<file path="src/rtl/key_pkg.sv">
// ============================================================================
// Module      : key_pkg
// Description : Shared constants and types for the key debouncer.
// Revision    : 1.0 - initial release
// ============================================================================
`default_nettype none

package key_pkg;

  localparam int unsigned CLK_HZ       = 27_000_000;
  localparam int unsigned DEB_CNT_DEF  = CLK_HZ / 50;   // 20 ms
  localparam int unsigned LONG_CNT_DEF = CLK_HZ;        // 1 s
  localparam int unsigned DEB_W        = 24;
  localparam int unsigned HOLD_W       = 25;

  typedef enum logic [0:0] {
    KS_RELEASED = 1'b0,
    KS_PRESSED  = 1'b1
  } key_st_e;

endpackage

`default_nettype wire

</file>
<file path="src/rtl/key_debounce_if.sv">
// ============================================================================
// Module      : key_debounce_if
// Description : Raw key input and debounced outputs. long_pulse exists only
//               when KEY_LONG_PRESS_EN is defined.
// Revision    : 1.0 - initial release
// ============================================================================
`default_nettype none

interface key_debounce_if;

  logic key;
  logic key_state;
  logic press_pulse;
  logic release_pulse;
`ifdef KEY_LONG_PRESS_EN
  logic long_pulse;

  modport master (output key, input key_state, input press_pulse,
                  input release_pulse, input long_pulse);
  modport slave  (input key, output key_state, output press_pulse,
                  output release_pulse, output long_pulse);
`else
  modport master (output key, input key_state, input press_pulse,
                  input release_pulse);
  modport slave  (input key, output key_state, output press_pulse,
                  output release_pulse);
`endif

endinterface

`default_nettype wire

</file>
<file path="src/rtl/key_debounce_sync.sv">
// ============================================================================
// Module      : key_sync
// Description : Two-flop synchronizer, resets to 1 (key released).
// Revision    : 1.0 - initial release
// ============================================================================
`default_nettype none

module key_sync (
  input  logic clk,
  input  logic rst,
  input  logic d_i,
  output logic q_o
);

  logic [1:0] sync_q;

  always_ff @(posedge clk) begin
    if (rst) begin
      sync_q <= 2'b11;
    end else begin
      sync_q <= {sync_q[0], d_i};
    end
  end

  assign q_o = sync_q[1];

endmodule

`default_nettype wire

</file>
<file path="src/rtl/key_debounce.sv">
// ============================================================================
// Module      : key_debounce
// Description : Push-button debouncer with press/release strobes and an
//               optional long-press strobe (macro KEY_LONG_PRESS_EN).
// Revision    : 1.0 - initial release
// ============================================================================
`default_nettype none

module key_debounce
  import key_pkg::*;
#(
  parameter int unsigned DEB_CNT  = DEB_CNT_DEF,
  parameter int unsigned LONG_CNT = LONG_CNT_DEF
) (
  input  logic            clk,
  input  logic            rst,
  key_debounce_if.slave   bus
);

  if ((DEB_CNT < 2) || (DEB_CNT >= (1 << DEB_W))) begin : g_bad_deb_cnt
    $error("key_debounce: DEB_CNT out of range");
  end
  if ((LONG_CNT <= DEB_CNT) || (LONG_CNT >= (1 << HOLD_W))) begin : g_bad_long_cnt
    $error("key_debounce: LONG_CNT out of range");
  end

  localparam logic [DEB_W-1:0] DEB_LAST = DEB_W'(DEB_CNT - 1);

  logic    key_raw_sync;
  logic    key_sync;
  logic    differ;

  key_st_e          state_q,   state_d;
  logic [DEB_W-1:0] deb_q,     deb_d;
  logic             press_q,   press_d;
  logic             release_q, release_d;

  key_sync u_key_sync (
    .clk (clk),
    .rst (rst),
    .d_i (bus.key),
    .q_o (key_raw_sync)
  );

  assign key_sync = ~key_raw_sync;
  assign differ   = key_sync ^ (state_q == KS_PRESSED);

  always_ff @(posedge clk) begin
    if (rst) begin
      state_q   <= KS_RELEASED;
      deb_q     <= '0;
      press_q   <= 1'b0;
      release_q <= 1'b0;
    end else begin
      state_q   <= state_d;
      deb_q     <= deb_d;
      press_q   <= press_d;
      release_q <= release_d;
    end
  end

  // Counter restarts on every bounce back; toggling also clears it.
  always_comb begin
    state_d   = state_q;
    deb_d     = '0;
    if (differ) begin
      if (deb_q == DEB_LAST) begin
        state_d = (state_q == KS_PRESSED) ? KS_RELEASED : KS_PRESSED;
      end else begin
        deb_d = deb_q + DEB_W'(1);
      end
    end
    press_d   = (state_q == KS_RELEASED) && (state_d == KS_PRESSED);
    release_d = (state_q == KS_PRESSED)  && (state_d == KS_RELEASED);
  end

  always_comb begin
    bus.key_state     = (state_q == KS_PRESSED);
    bus.press_pulse   = press_q;
    bus.release_pulse = release_q;
  end

`ifdef KEY_LONG_PRESS_EN
  localparam logic [HOLD_W-1:0] LONG_MAX = HOLD_W'(LONG_CNT);
  localparam logic [HOLD_W-1:0] LONG_PRE = HOLD_W'(LONG_CNT - 1);

  logic [HOLD_W-1:0] hold_q, hold_d;
  logic              long_q, long_d;

  always_ff @(posedge clk) begin
    if (rst) begin
      hold_q <= '0;
      long_q <= 1'b0;
    end else begin
      hold_q <= hold_d;
      long_q <= long_d;
    end
  end

  // Suppressed when the release lands on the same edge, so it never
  // coincides with release_pulse.
  always_comb begin
    hold_d = '0;
    long_d = 1'b0;
    if (state_q == KS_PRESSED) begin
      hold_d = (hold_q < LONG_MAX) ? hold_q + HOLD_W'(1) : hold_q;
      long_d = (hold_q == LONG_PRE) && (state_d == KS_PRESSED);
    end
  end

  assign bus.long_pulse = long_q;
`endif

endmodule

`default_nettype wire

</file>
<file path="src/flat_wrapper.sv">
// flat-port wrapper written by rule: the top's interface ports become plain ports
module key_debounce_flat import key_pkg::*;
#(
  parameter int unsigned DEB_CNT  = DEB_CNT_DEF,
  parameter int unsigned LONG_CNT = LONG_CNT_DEF
)
  (clk, rst, bus_key, bus_key_state, bus_press_pulse, bus_release_pulse);
  key_debounce_if bus_i ();
  input  logic clk;
  input  logic rst;
  input wire logic [$bits(bus_i.key)-1:0] bus_key;
  output wire logic [$bits(bus_i.key_state)-1:0] bus_key_state;
  output wire logic [$bits(bus_i.press_pulse)-1:0] bus_press_pulse;
  output wire logic [$bits(bus_i.release_pulse)-1:0] bus_release_pulse;
  assign bus_i.key = bus_key;
  assign bus_key_state = bus_i.key_state;
  assign bus_press_pulse = bus_i.press_pulse;
  assign bus_release_pulse = bus_i.release_pulse;
  key_debounce #(.DEB_CNT(DEB_CNT), .LONG_CNT(LONG_CNT)) u_core (.clk(clk), .rst(rst), .bus(bus_i));
endmodule
</file>
<file path="config.mk">
export PLATFORM = sky130hd
export DESIGN_NAME = key_debounce_flat
export DESIGN_NICKNAME = d
export VERILOG_FILES = /design/src/rtl/key_pkg.sv /design/src/rtl/key_debounce_if.sv /design/src/rtl/key_debounce_sync.sv /design/src/rtl/key_debounce.sv /design/src/flat_wrapper.sv
export SDC_FILE = /design/constraint.sdc
export NUM_CORES = 1
export LEC_CHECK = 0
export CORE_MARGIN = 1
export CORE_UTILIZATION = 42
export CTS_CLUSTER_SIZE = 30
export DETAILED_ROUTE_END_ITERATION = 8
export GPL_TIMING_DRIVEN = 1
export PLACE_DENSITY = 0.68
export RECOVER_POWER = 25
export SLEW_MARGIN = 5
export SYNTH_ARGS = -nofsm -noshare
export SYNTH_HDL_FRONTEND = slang
export SYNTH_SLANG_ARGS = --single-unit
export TNS_END_PERCENT = 30
</file>
<file path="constraint.sdc">
create_clock -name clk -period 2.95 [get_ports clk]
set_input_delay 0.59 -clock clk [delete_from_list [all_inputs] [get_ports clk]]
set_output_delay 0.59 -clock clk [all_outputs]
set_load 0.01 [all_outputs]
</file>
=== After elaboration in Yosys (flattened, before gate mapping) ===
Cells that the tools add are included.

* Output and inout bits: 3
* Bits of input ports: 3
* Logic and storage cells: 18
* Latch bits: 0
* Memories kept: 0
* Memory bits (read-only): 0
* Bits in writable memories: 0
* Bits in registers: 29

* Divide/modulo/power cells: 0
* Multipliers: 0
* $add $sub $neg: 1
* $lt $le $gt $ge: 0
* Bitwise operators: 5
* Mux-type cells: 3
* Reductions and logical operators: 3
* Shift-type cells: 0
* Eq/ne operators: 1

{| class="wikitable"
|+ Operator list
! kind !! count
|-
| adder 24 x 1 -> 24 bit (second input constant) || 1
|-
| equality test 24 x 20 -> 1 bit (second input constant) || 1
|-
| inverter 1 bit || 4
|-
| two-way mux 1 bit || 3
|-
| OR reduction 3 bit || 1
|-
| logical AND 1 bit || 2
|-
| bitwise XOR 1 bit || 1
|}

=== Logic depth before layout (Yosys ltp) ===
* Depth in word-level cells: 5
* Mapped depth: 6
* Gate-level depth less buffers: 5

=== Cells and area by module ===
A second synthesis with hierarchy kept.

* Cells, all modules: 152
* Area total of the unflattened synthesis: 1336.3 um2

{| class="wikitable"
|+ Modules (own cells, without submodules)
! module !! area each (um2) !! cells each !! sequential area each (um2) !! times used
|-
| key_debounce || 1283.7 || 148 || 540.5 || 1
|-
| key_sync || 52.6 || 4 || 40.0 || 1
|}

=== Worst setup path before layout ===
Ideal clock, no wire load.

* Kind: reg-to-reg
* Start point: reg u_core.deb_q[0]
* End point: reg u_core.deb_q[18]
* Arrival: 1.853 ns
* Buffers on the path: 1
* Stages on the path, launching flop included: 7
* Slack: 1.031 ns
* Period minus slack after synthesis: 1.919 ns
* Library setup time: 0.066 ns
* Data required time: 2.884 ns
* Path through: dfxtp_1 > ha_1 > nand4_2 > or4_1 > buf_2 > or3_1 > a21oi_2

* Word-level cells in the longest chain between the ends: 2
* Elaborated cells between the ends (all ways): 3
* Classes of those cells: add/sub: 1; eq/ne: 1; reduce/logical: 1

{| class="wikitable"
|+ Ends and longest elaborated chain
! element !! RTL line !! text
|-
| start: declaration || key_debounce.sv:34 || <nowiki>logic [DEB_W-1:0] deb_q, deb_d;</nowiki>
|-
| start signal: assignment || key_debounce.sv:51 || <nowiki>deb_q <= '0;</nowiki>
|-
| start signal: assignment || key_debounce.sv:56 || <nowiki>deb_q <= deb_d;</nowiki>
|-
| branches (longest 2 deep; another with adder 24 x 1 -> 24 bit) || n/a ||
|}

Several ways; the timed one is not identified.
A chain may end at the register's enable or synchronous reset.

=== Final worst setup path ===
* Start point: reg u_core.deb_q[0]
* End point: reg u_core.deb_q[20]

Same word-level chain as after synthesis.

==> flow_summary.toml <==
[hold_path]
holdPathEnd = "u_core.u_key_sync.sync_q[1]"
hold-path-cell-count = 1
hold_start = "u_core.u_key_sync.sync_q[0]"
holdCritPathClass = "flip-flop to flip-flop"

[drt]
post_drt_wl_per_cell_um = 13.4
drcViolationCount = 0
ant_nets = 0
drt_iter0_drc = 44
wirelength_um = 2470
viasPerCell = 5.75
dr.pass1.iters = 4
vias = 1058

[placed_design]
dpl.hpwl_um = 1720
place_congestion = 0.740
numPortBuffers = 5

[sta]
worst_hold_slack_ns = 0.418
setup_viol = 0
finalSetupTns_ns = 0
timing.final.crit_share_pct = 73.4
fin_crit_ns = 2.17
slew_viol_final = 0
worstMarginPinSlew_ns = 0.427
rsz0062_at_grt = "false"
max_slew_margin_pct = 71.5
skew_ns = 0.0147
max_freq_ghz = 0.462
finalHoldViolCount = 0

[yosys]
synth_edf_count = 0
syn_area_um2 = 1300
ys_seq_area_share_pct = 44.7
avgSynthCellArea_um2 = 9.03
yosysWarnings = 0
syn_nets = 148
synth_seq_cells = 29
async_flop_share_pct = 0
yosysUniqueCellTypes = 33
synth_ff_type = "dfxtp_1"
syn-instance-count = 144

[setup_path]
worstPathCellList = "ha_1, nand4_2, or4_1, or3_1, a21oi_2"
cp_max_fo = 7
start_kind = "flip-flop"
path_buf_inv = 0
critPathMaxStageDelay_ns = 0.71
reg2reg_depth = 5
r2r_slack_ns = 0.78
path_delay_family = "simple AND/OR/NAND/NOR gates"
path_class = "flip-flop to flip-flop"
worstPathArrival_ns = 2.43
endpoint_kind = "flip-flop"
slowest_stage = "or4_1"
cp.required_ns = 3.22
worst-path-stages = 5
worst_r2r_endpoint = "u_core.deb_q[20]"
r2r-start = "u_core.deb_q[0]"

[power]
leakage_nw = 0.422
p_per_area_nw_per_um2 = 520
ir_drop_mv = 0.366

[finish]
finalNetCount = 156
drive_gt1_share_pct = 15.7
fillCellCount = 274
diodes = 0
syn_to_final_growth_pct = 11.1

[global_routing]
overflow = 0
grtUsageTotal_pct = 17.6
grt_pass1_vias = 950
grt_first_pass_wirelength_um = 4240
grt_max_degree = 23
antenna_found_initial = 0

[floorplan]
die_area_um2 = 3320
rows = 19
core_region_area_um2 = 2850
die_h_um = 57.6
die_x_um = 57.6
initial_core_util_pct = 45.6
ios = 6

[clock_tree]
cts_buffers = 5
cts_buffer_depth = 2
clock-sinks = 29
post_cts_resize_count = 0
clock_latency_ns = 0.34
path_clk_slew_ns = 0.10
post-cts-setup-buffer-count = 0
root_buffer = "clkbuf_4"
cts_hold_buf = 0
cts_htree_levels = 2
cts_tree = "built"

[run]
drv_cap = 0

[status]
outcome = "completed"
placed cells by master, fill, tap and decap left out, drive strengths merged, types with 6 or more instances in the layout:
cell type | Yosys | routed
nor3 | 7 | 7
nand3 | 9 | 9
xnor2 | 11 | 11
nand2 | 8 | 8
dfxtp | 29 | 29
nor2 | 17 | 17
clkbuf | 0 | 6
o21ai | 8 | 8
a21oi | 10 | 10
or3 | 8 | 8
metal layers:
layer | vias to the layer above | track usage [%] | routed length [µm]
met5 | - | 0 | 0
met4 | 0 | 13.6 | 80
met1 | 495 | 22.1 | 1210
met3 | 9 | 6.03 | 110
met2 | 19 | 24.8 | 1070
li1 | 535 | - | -
Yosys cell counts (6+ instances only):
library cell | instances | area (µm²)
a21oi_1 | 7 | 35.0
dfxtp_1 | 29 | 581
nand3_1 | 7 | 35.0
xnor2_1 | 11 | 96.3
o21ai_0 | 8 | 40.0
nor3_1 | 6 | 30.0
or3_1 | 8 | 50.1
nand2_1 | 8 | 30.0
nor2_1 | 17 | 63.8
worst max-delay path by stage:
stage | from | end | slack [ns]
finish | u_core.deb_q[0] | u_core.deb_q[20] | 0.78
global route | u_core.deb_q[0] | u_core.deb_q[20] | 0.63
CTS | u_core.deb_q[0] | u_core.deb_q[20] | 0.78
detailed placement | u_core.deb_q[0] | u_core.deb_q[18] | 0.80
global placement | u_core.deb_q[0] | u_core.deb_q[20] | 0.89
floorplan | u_core.deb_q[0] | u_core.deb_q[18] | 1.03
kinds of logic after synthesis:
| kind of cell | synth area share, % |
|---|---|
| fa+ha+maj | 0.962 |
| xor+xnor | 8.76 |
| buf+inv | 3.08 |
| simple gates | 32.2 |
| compound gates | 10.3 |
| flops | 44.7 |
flip-flops by register name, summed over array words and instances (netlist names):
signal / flops
u_core.bus.press_pulse: 1
u_core.bus.key_state: 1
u_core.deb_q: 24
u_core.bus.release_pulse: 1
u_core.u_key_sync.sync_q: 2
worst register-to-register path, cell delays in order (launching register included):
cell,delay [ns]
dfxtp_1,0.39
ha_1,0.26
nand4_2,0.23
or4_1,0.71
or3_1,0.37
a21oi_2,0.13
power by group:
group / total [mW] / switching (mW) / internal, mW
clock: 0.348 / 0.146 / 0.201
combinational: 0.00869 / 0.00472 / 0.00397
sequential: 0.394 / 0.000912 / 0.393
total: 0.750 / 0.152 / 0.598
metrics by stage:
step           power (mW)  std cells  setup WS [ns]  utilization, %  cell area (µm²)
2_1_floorplan       0.408        144           1.03               -             1300
6_report            0.750        184          0.784            50.6             1440
3_3_place_gp        0.412        176          0.887            47.7             1360
4_1_cts             0.759        184          0.783            50.8             1450
3_5_place_dp        0.412        176          0.804            47.7             1360
5_1_grt             0.779        184          0.627            50.6             1440
cell type report:
| class | count | area, µm² | share of cell area (%) |
|---|---|---|---|
| multi-input cells | 108 | 674 | 46.7 |
| well taps | 31 | 38.8 | 2.69 |
| clock buffers | 6 | 51.3 | 3.55 |
| flip-flops and latches | 29 | 581 | 40.2 |
| inverters | 3 | 11.3 | 0.780 |
| clock inverters | 2 | 37.5 | 2.60 |
| repair buffers | 5 | 50.0 | 3.47 |
Note: power is estimated with default switching activity, not from simulation.
==> variant (same flow settings) <==
Change the package constant `DEB_W` from 24 to 23.
--- a/src/rtl/key_pkg.sv
+++ b/src/rtl/key_pkg.sv
@@ -11,5 +11,5 @@
   localparam int unsigned DEB_CNT_DEF  = CLK_HZ / 50;   // 20 ms
   localparam int unsigned LONG_CNT_DEF = CLK_HZ;        // 1 s
-  localparam int unsigned DEB_W        = 24;
+  localparam int unsigned DEB_W        = 23;
   localparam int unsigned HOLD_W       = 25;
 
Function: same outputs for any inputs over 10 cycles, from zero or initial values and one cycle with rst high; that may be too few to reach the edited logic, so the function may still have changed.
==> variant against the unedited design <==
  * Design area decreased by 2.6%
  * Clock skew decreased by 0.0051 ns
  * Worst setup slack improved by 0.14 ns
  * Worst hold slack improved by 0.024 ns
  * Synthesized area decreased by 1.5%
  * Total power decreased by 15%
  * Synthesized cell count increased by 2.8%
  * Global-route usage decreased by 0.95 points
  * Combinational power decreased by 5.8%
  * Core utilization decreased by 0.90 points
  * Routed wire length decreased by 0.24%
  * Non-clock buffer count increased by 1
  * Sequential cell count decreased by 1
==> variant: results (changes against the unedited design) <==
| Metric | Value |
|---|---|
| Outcome | `finished clean (unchanged)` |
| Flop-to-flop setup slack | `0.92 ns (was 0.78 ns)` |
| Metal-1 WL | `1190 um (was 1210 um)` |
| Initial DRC count | `21 (was 44)` |
| Via/cell ratio | `5.81 (was 5.75)` |
| VDD IR max | `229 uV (was 366 uV)` |
| Fin crit period | `2.03 ns (was 2.17 ns)` |
| Clock Skew | `0.00970 ns (was 0.0147 ns)` |
| Met2 WL post-DR | `1190 um (was 1070 um)` |
| Slew margin rel. | `0.558 (was 0.715)` |
| Seq/Total Area, Yosys | `0.438 (was 0.447)` |
| Hpwl dp | `1800 um (was 1720 um)` |
| Crit path max-delay cell type | `o21ai_1 (was or4_1)` |
| Synth cell types | `31 (was 33)` |
| Crit-path max cell delay | `0.55 ns (was 0.71 ns)` |
| Top flop regs | `u_core.deb_q: 23 flops, u_core.u_key_sync.sync_q: 2 flops (was u_core.deb_q: 24 flops, u_core.u_key_sync.sync_q: 2 flops)` |
| Leakage | `0.000410 uW (was 0.000422 uW)` |
| Via count of the first global-routing pass | `979 (was 950)` |
| Crit path to | `u_core.deb_q[17] (was u_core.deb_q[20])` |
| Layout cells sized above 1 | `0.0850 (was 0.157)` |
| Synthesized net count | `152 (was 148)` |
| Worst slack at placement | `0.735 ns (was 0.804 ns)` |
| H-tree Lvls | `1 (was 2)` |
| Most frequent cells after synthesis | `dfxtp_1, nor2_1, nand3_1 (was dfxtp_1, nor2_1, xnor2_1)` |
| Worst Path Max Fanout | `11 (was 7)` |
| Psw | `116 uW (was 152 uW)` |
| Synth area leaders | `dfxtp_1, xnor2_1, nor2_1, nand3_1, or3_1 (was dfxtp_1, xnor2_1, nor2_1, or3_1, o21ai_0)` |
| Top cell type's share of synthesized area | `0.438 (was 0.447)` |
| Clock slew at reported path FFs | `0.15 ns (was 0.10 ns)` |
| Met3 wire len | `52 um (was 110 um)` |
| Total CTS buffers | `3 (was 5)` |
| Main synth FF type | `dfxtp_1 (unchanged)` |
| Routed wire length | `2470 um (about the same)` |
| Largest net degree at the start of global routing | `17 (was 23)` |
| GPL Wtd Cong | `0.775 (was 0.740)` |
| Reg2reg path depth | `6 (was 5)` |
| Filler cells | `267 (was 274)` |
| CP arrival | `2.25 ns (was 2.43 ns)` |
| GRT Util Overall | `0.167 (was 0.176)` |
| Final nets | `158 (was 156)` |
| CP top delay family | `compound AO/OA/AOI/OAI gates (was simple AND/OR/NAND/NOR gates)` |
| First-pass GRT wire length | `4280 um (was 4240 um)` |
==> variant: cell types whose count changed in the layout (fill, tap and decap cells not counted), sizes merged, moves of 3 or more <==
cell | before | now
nand4 | 4 | 7
nor4 | 3 | 7
clkbuf | 6 | 3
nand3 | 9 | 12
==> variant: layer usage <==
layer / up-vias / global-route usage
met5: - / 0
met2: 21 / 0.272
li1: 545 / -
met3: 4 / 0.0227
met1: 499 / 0.218
met4: 0 / 0.0801
==> variant: kinds of logic after synthesis <==
group                    share of synthesized area
adder cells (fa/ha/maj)                    0.00977
XOR/XNOR                                    0.0890
flip-flops                                   0.438
AO/OA/AOI/OAI                               0.0782
buffers and inverters                       0.0283
AND/OR/NAND/NOR                              0.357
==> variant: worst min-delay path by stage <==
| stage | slack (ns) | endpoint | start |
|---|---|---|---|
| final | 0.44 | u_core.u_key_sync.sync_q[1] | u_core.u_key_sync.sync_q[0] |
| after global routing | 0.46 | u_core.u_key_sync.sync_q[1] | u_core.u_key_sync.sync_q[0] |
| after CTS | 0.44 | u_core.u_key_sync.sync_q[1] | u_core.u_key_sync.sync_q[0] |
| after detailed placement | 0.41 | u_core.u_key_sync.sync_q[1] | u_core.u_key_sync.sync_q[0] |
| after global placement | 0.39 | u_core.u_key_sync.sync_q[1] | u_core.u_key_sync.sync_q[0] |
| after floorplan | 0.39 | u_core.u_key_sync.sync_q[1] | u_core.u_key_sync.sync_q[0] |
==> variant: through the flow <==
step | instances | cell area, um2 | hold WS [ns] | total power [uW] | util
floorplan | 148 | 1280 | 0.389 | 393 | -
global placement | 180 | 1360 | 0.392 | 397 | 0.479
detailed placement | 180 | 1360 | 0.412 | 398 | 0.479
CTS | 184 | 1410 | 0.443 | 643 | 0.498
global route | 184 | 1410 | 0.460 | 661 | 0.497
finish | 184 | 1410 | 0.442 | 637 | 0.497
==> variant: area by class of cell <==
type | count | area [um2] | share of cell area
multi-input cells | 111 | 682 | 0.485
flip-flops and latches | 28 | 561 | 0.399
repair buffers | 6 | 57.6 | 0.0409
well taps | 31 | 38.8 | 0.0276
clock inverters | 1 | 30.0 | 0.0214
clock buffers | 3 | 22.5 | 0.0160
inverters | 4 | 15.0 | 0.0107
==> variant: power groups by stage <==
stage               Combinational [uW]  Clock [uW]  Sequential (uW)
floorplan                         4.03           0              389
global placement                  8.39           0              389
detailed placement                8.69           0              389
CTS                               8.64         253              381
global route                      9.46         270              381
finish                            8.19         248              381
